File: src/rtl/slow_to_fast_capture.sv
// Captures a slow-domain sample bus into the clk domain on selected edges of a
// synchronised slow strobe, buffering samples in a small FIFO with overflow flag.
module slow_to_fast_capture #(
    parameter int WIDTH       = 12,
    parameter int SYNC_STAGES = 2,
    parameter int EDGE_MODE   = 0,
    parameter int DEPTH       = 4
) (
    input  logic                       clk,
    input  logic                       reset,
    input  logic                       slow_clk,
    input  logic [WIDTH-1:0]           d,
    output logic [WIDTH-1:0]           q,
    output logic [WIDTH-1:0]           out_data,
    output logic                       out_valid,
    input  logic                       out_ready,
    output logic [$clog2(DEPTH+1)-1:0] count,
    output logic                       overflow
);
    localparam int PW = $clog2(DEPTH);
    localparam int CW = $clog2(DEPTH+1);
    localparam int AW = $clog2(SYNC_STAGES+1);

    logic [SYNC_STAGES-1:0] sync_q, sync_d;
    logic                   hist_q, hist_d;
    logic                   armed_q, armed_d;
    logic [AW-1:0]          arm_cnt_q, arm_cnt_d;
    logic [WIDTH-1:0]       q_q, q_d;
    logic [PW-1:0]          wr_ptr_q, wr_ptr_d;
    logic [PW-1:0]          rd_ptr_q, rd_ptr_d;
    logic [CW-1:0]          count_q, count_d;
    logic                   overflow_q, overflow_d;
    logic [WIDTH-1:0]       mem_q [DEPTH];

    logic rise, fall, edge_hit, capture;
    logic full, not_empty, do_pop, do_push, drop;

    // Handshake: a word leaves the FIFO on every clk edge where out_valid and
    // out_ready are both high; out_data is held stable while out_valid waits.
    always_comb begin
        sync_d    = {sync_q[SYNC_STAGES-2:0], slow_clk};
        hist_d    = sync_q[SYNC_STAGES-1];
        rise      = sync_q[SYNC_STAGES-1] & ~hist_q;
        fall      = ~sync_q[SYNC_STAGES-1] & hist_q;
        case (EDGE_MODE)
            0:       edge_hit = rise;
            1:       edge_hit = fall;
            default: edge_hit = rise | fall;
        endcase
        capture   = edge_hit & armed_q;

        // Hold off events until the chain has flushed its post-reset contents.
        arm_cnt_d = arm_cnt_q;
        armed_d   = armed_q;
        if (!armed_q) begin
            if (arm_cnt_q == AW'(SYNC_STAGES)) armed_d = 1'b1;
            else                               arm_cnt_d = arm_cnt_q + AW'(1);
        end

        not_empty = (count_q != '0);
        full      = (count_q == CW'(DEPTH));
        do_pop    = not_empty & out_ready;
        do_push   = capture & (~full | do_pop);
        drop      = capture & full & ~do_pop;

        q_d        = capture ? d : q_q;
        wr_ptr_d   = do_push ? wr_ptr_q + PW'(1) : wr_ptr_q;
        rd_ptr_d   = do_pop  ? rd_ptr_q + PW'(1) : rd_ptr_q;
        overflow_d = overflow_q | drop;
        case ({do_push, do_pop})
            2'b10:   count_d = count_q + CW'(1);
            2'b01:   count_d = count_q - CW'(1);
            default: count_d = count_q;
        endcase
    end

    always_ff @(posedge clk or posedge reset) begin
        if (reset) begin
            sync_q     <= '0;
            hist_q     <= 1'b0;
            armed_q    <= 1'b0;
            arm_cnt_q  <= '0;
            q_q        <= '0;
            wr_ptr_q   <= '0;
            rd_ptr_q   <= '0;
            count_q    <= '0;
            overflow_q <= 1'b0;
        end else begin
            sync_q     <= sync_d;
            hist_q     <= hist_d;
            armed_q    <= armed_d;
            arm_cnt_q  <= arm_cnt_d;
            q_q        <= q_d;
            wr_ptr_q   <= wr_ptr_d;
            rd_ptr_q   <= rd_ptr_d;
            count_q    <= count_d;
            overflow_q <= overflow_d;
        end
    end

    // When full with a same-cycle pop, wr_ptr equals rd_ptr: the freed head
    // slot is reused for the new tail entry.
    always_ff @(posedge clk) begin
        if (do_push) mem_q[wr_ptr_q] <= d;
    end

    assign q         = q_q;
    assign out_valid = not_empty;
    assign out_data  = not_empty ? mem_q[rd_ptr_q] : '0;
    assign count     = count_q;
    assign overflow  = overflow_q;
endmodule

File: config.mk
export PLATFORM = sky130hd
export DESIGN_NAME = slow_to_fast_capture
export DESIGN_NICKNAME = d
export VERILOG_FILES = /design/src/rtl/slow_to_fast_capture.sv
export SDC_FILE = /design/constraint.sdc
export NUM_CORES = 1
export LEC_CHECK = 0
export CAP_MARGIN = 40
export CORE_ASPECT_RATIO = 0.8
export CORE_UTILIZATION = 57
export CTS_BUF_LIST = sky130_fd_sc_hd__clkbuf_16
export CTS_CLUSTER_DIAMETER = 100
export DETAILED_ROUTE_END_ITERATION = 16
export GPL_TIMING_DRIVEN = 0
export PLACE_DENSITY = 0.86
export REMOVE_ABC_BUFFERS = 1
export SLEW_MARGIN = 20
export SYNTH_ARGS = -nofsm -noshare
export SYNTH_HDL_FRONTEND = slang
export SYNTH_SLANG_ARGS = --single-unit
File: constraint.sdc
create_clock -name clk -period 6 [get_ports clk]
set_input_delay 1.8 -clock clk [delete_from_list [all_inputs] [get_ports clk]]
set_output_delay 1.8 -clock clk [all_outputs]
set_load 0.03 [all_outputs]
==> results list <==
- The flow ran to the end, and the final reports show no timing, DRC or antenna violations.
- For this run, design rule violations remaining after detail routing come to 0.
- Pwr per Cell Area: between 400 and 500 nW/µm²
- Die height: between 60 and 70 µm
* Count of hold buffers inserted by post-cts repair: 0
- The count of buffers added on input and output ports is 44.
- After technology mapping, the gate count stands at approximately 160.
* First-pass iteration count of the detailed router: 4
* Post-Place Cells: ~260
* Pin count of the biggest net entering global routing: 16
* Post_cts resized: 0
* Violation count after the first detailed-routing iteration: 74
- Number of global-route vias before repair: around 1600
- Wire length of the first global-routing pass: about 8300 µm
- For this run, the number of standard cells in the final layout without fillers is 274.
* Weighted congestion reported at the end of routability-driven placement: around 0.66
* Slew Limit Headroom: 0.493
* Total via count in the routed design: around 1500
- Routed wirelength normalized by instance count: 19.3 µm
- Detailed-route vias per instance: around 5.5
- Antenna violations before repair: 0
* Area inside the core boundary: 4980 µm²
- Startpoint types: register
* Shortest period the worst path allows: between 4 and 5 ns
- Detailed placement finished with a half-perimeter wire length of 3420 µm.
- The path class of the tightest hold or removal check is register to register.
* Setup repair after global routing missed its margin: false
- The worst setup path is captured at a primary output.
- Ratio of cells with drive above 1 in the final layout: 0.175
* Count of antenna-violating nets left after detailed routing: 0
- For this run the aggregate overflow at the end of global routing stands at 0.
* Sequential element share of the synthesized area: 0.710
* CP max stage cell: dfrtp_1
* Final-report setup violation count: 0
- Largest stage delay, worst path: about 0.61 ns
- I/O pin cnt: 45
* Clock tree from TritonCTS: built
- Final clock skew: 0.00372 ns
- The later pin in the worst-skew pair is clocked with a latency of between 0.3 and 0.4 ns.
- The synthesized netlist occupies a cell area of 2950 µm².
- Summed over all layers, the routed wires come to ~5300 µm.
- Achievable clock frequency: 232 MHz
- Max Slew Vio Count: 0
- The analysis attributes to cell leakage a power of 0.00140 µW.
- The worst-case IR drop observed on VDD is 0.375 mV.
* Core Rows: 23
* Clock Tree Buf Depth: 2
- Number of sinks on the clock net: 74
* Syn_area_per_cell: between 15 and 20 µm²
* WS Path Type: register to primary output
- In the global route stage, overall resource usage came out at 0.228.
- CTS placed an instance of clkbuf_16 at the clock tree root.
- OpenSTA, run right after detailed placement, puts the worst setup slack at between 1.5 and 2 ns.
* Maximum Capacitance Violations: 0
* Die Wd: just over 80 µm
* Number of library cell types mapped by synthesis: 26
- After clock tree synthesis, the clock-pin slew on the worst setup and hold paths is about 0.050 ns.
- Filler cells: 280
- Data on the critical path is required at its endpoint by around 4.2 ns.
* Final net count: 230
* Worst-path fanout max: 8
- Slew at the pin closest to its max-slew limit: between 0.7 and 0.8 ns
- The number of hold-slack violations in the final timing report is 0.
- Initial standard-cell utilization of the core: 0.592
- Flop and latch count out of synthesis: between 70 and 80
* Clock H-tree levels: 3
- At the worst endpoint, the arrival time is ~2.5 ns.
- The number of antenna diodes in the final layout is 0.
- From synthesis to final layout, the design area changed by 26.3%.
- For this run, the number of Yosys warnings is 0.
- Cts bufs inserted: 9
- Crit-path cells: buf_6, mux4_1, and2_1, clkdlybuf4s50_1
- Dividing the final minimum period by the clock period gives 0.717.
- Post CTS Setup Buffer Count: 0
- Setup slack of the critical path after layout: between 1.5 and 2 ns
- The die covers between 5000 and 6000 µm².
- Sum of negative setup slack: 0 ns
==> logic make-up after synthesis <==
kind of cell / count (synthesis) / synth area share
DFF: 74 / 0.710
buffers and inverters: 15 / 0.0280
xor gates and xnor gates: 7 / 0.0208
and+or+nand+nor: 25 / 0.0544
AOI/OAI and AO/OA: 2 / 0.00425
adders and majority gates: 7 / 0.0323
muxes: 26 / 0.150
==> state kept, by name (all words and copies together), names as in the netlist <==
signal / flops
mem_q: 48
q: 12
count: 3
arm_cnt_q: 2
rd_ptr_q: 2
sync_q: 2
wr_ptr_q: 2
armed_q: 1
hist_q: 1
overflow: 1
==> cells in the mapped netlist <==
library cell  number  area [µm²]
xor2_1             3        26.3
nand3_1            1        5.00
mux4_1             4         105
a21o_1             1        7.51
dfrtp_1           26         651
fa_1               1        20.0
nor4b_2            1        15.0
and2_1            17         106
xnor2_1            4        35.0
nand2_1            1        3.75
or3_1              1        6.26
nor2_1             1        3.75
buf_6              1        11.3
mux4_2             8         180
edfxtp_1          48        1440
mux2_2            13         146
o21ai_0            1        5.00
or2_2              1        6.26
mux2i_1            1        10.0
nand3b_1           1        7.51
clkbuf_1           2        7.51
ha_1               6        75.1
nor2_2             1        6.26
buf_2              2        10.0
buf_12             1        20.0
inv_1              9        33.8
==> area by class of cell <==
class | instances | area (µm²) | share of cell area
Clock buffer | 9 | 225 | 0.0605
Timing Repair Buffer | 46 | 467 | 0.125
Tap cell | 62 | 77.6 | 0.0209
Sequential cell | 74 | 2090 | 0.562
Inverter | 9 | 33.8 | 0.00908
Clock inverter | 7 | 53.8 | 0.0145
Multi-Input combinational cell | 67 | 771 | 0.207
==> final timing paths <==
kind,cells after the start,slack (ns),startpoint,end
setup / recovery,4,1.70,rd_ptr_q[0]$_DFFE_PP0P_,out_data[4]
hold / removal,0,0.36,sync_q[0]$_DFF_PP0_,sync_q[1]$_DFF_PP0_
setup reg to reg,7,3.41,hist_q$_DFF_PP0_,count[1]$_DFFE_PP0P_
hold reg to reg,0,0.36,sync_q[0]$_DFF_PP0_,sync_q[1]$_DFF_PP0_
max in group asynchronous,3,3.74,reset,q[11]$_DFFE_PP0P_
min in group asynchronous,2,1.79,reset,overflow$_DFF_PP0_
==> critical path: cells and delay by family (launching register included) <==
kind	cells	cell delay, ns
buffers and inverters	2	0.81
flip-flops	1	0.61
multiplexers	1	0.57
AND/OR/NAND/NOR	1	0.18
==> power by group <==
group	total (µW)	switching, µW	internal (µW)
Clock	497	184	313
Sequential	696	71.8	624
Combinational	658	344	314
==> routing by layer <==
metal	vias to the layer above	GRT usage	wire length, µm
li1	677	-	-
met1	780	0.256	2070
met2	46	0.393	2800
met3	9	0.0786	320
met4	0	0.0943	82
met5	-	0	0
==> placed cells by master, fill, tap and decap left out, drive strengths merged <==
master and instances:
edfxtp 48, clkdlybuf4s50 44, dfrtp 26, and2 17, mux2 13, mux4 12
inv 11, clkbuf 9, ha 6, xnor2 4, clkinv 4, xor2 3
nor2 2, buf 2, or2 1, mux2i 1, or3 1, nand3b 1
nor4b 1, a21o 1, nand3 1, nand2 1, o21ai 1, fa 1
bufinv 1
==> per-stage QoR <==
| stage | hold WS (ns) | total power (µW) | area [µm²] | utilization |
|---|---|---|---|---|
| 6_report | 0.355 | 1850 | 3720 | 0.747 |
| 5_1_grt | 0.361 | 1930 | 3720 | 0.747 |
| 4_1_cts | 0.359 | 1860 | 3710 | 0.745 |
| 3_5_place_dp | 0.353 | 1350 | 3430 | 0.689 |
| 3_3_place_gp | 0.339 | 1320 | 3410 | 0.686 |
| 2_1_floorplan | 0.331 | 1090 | 2900 | - |
Note: power is estimated with default switching activity, not from simulation.
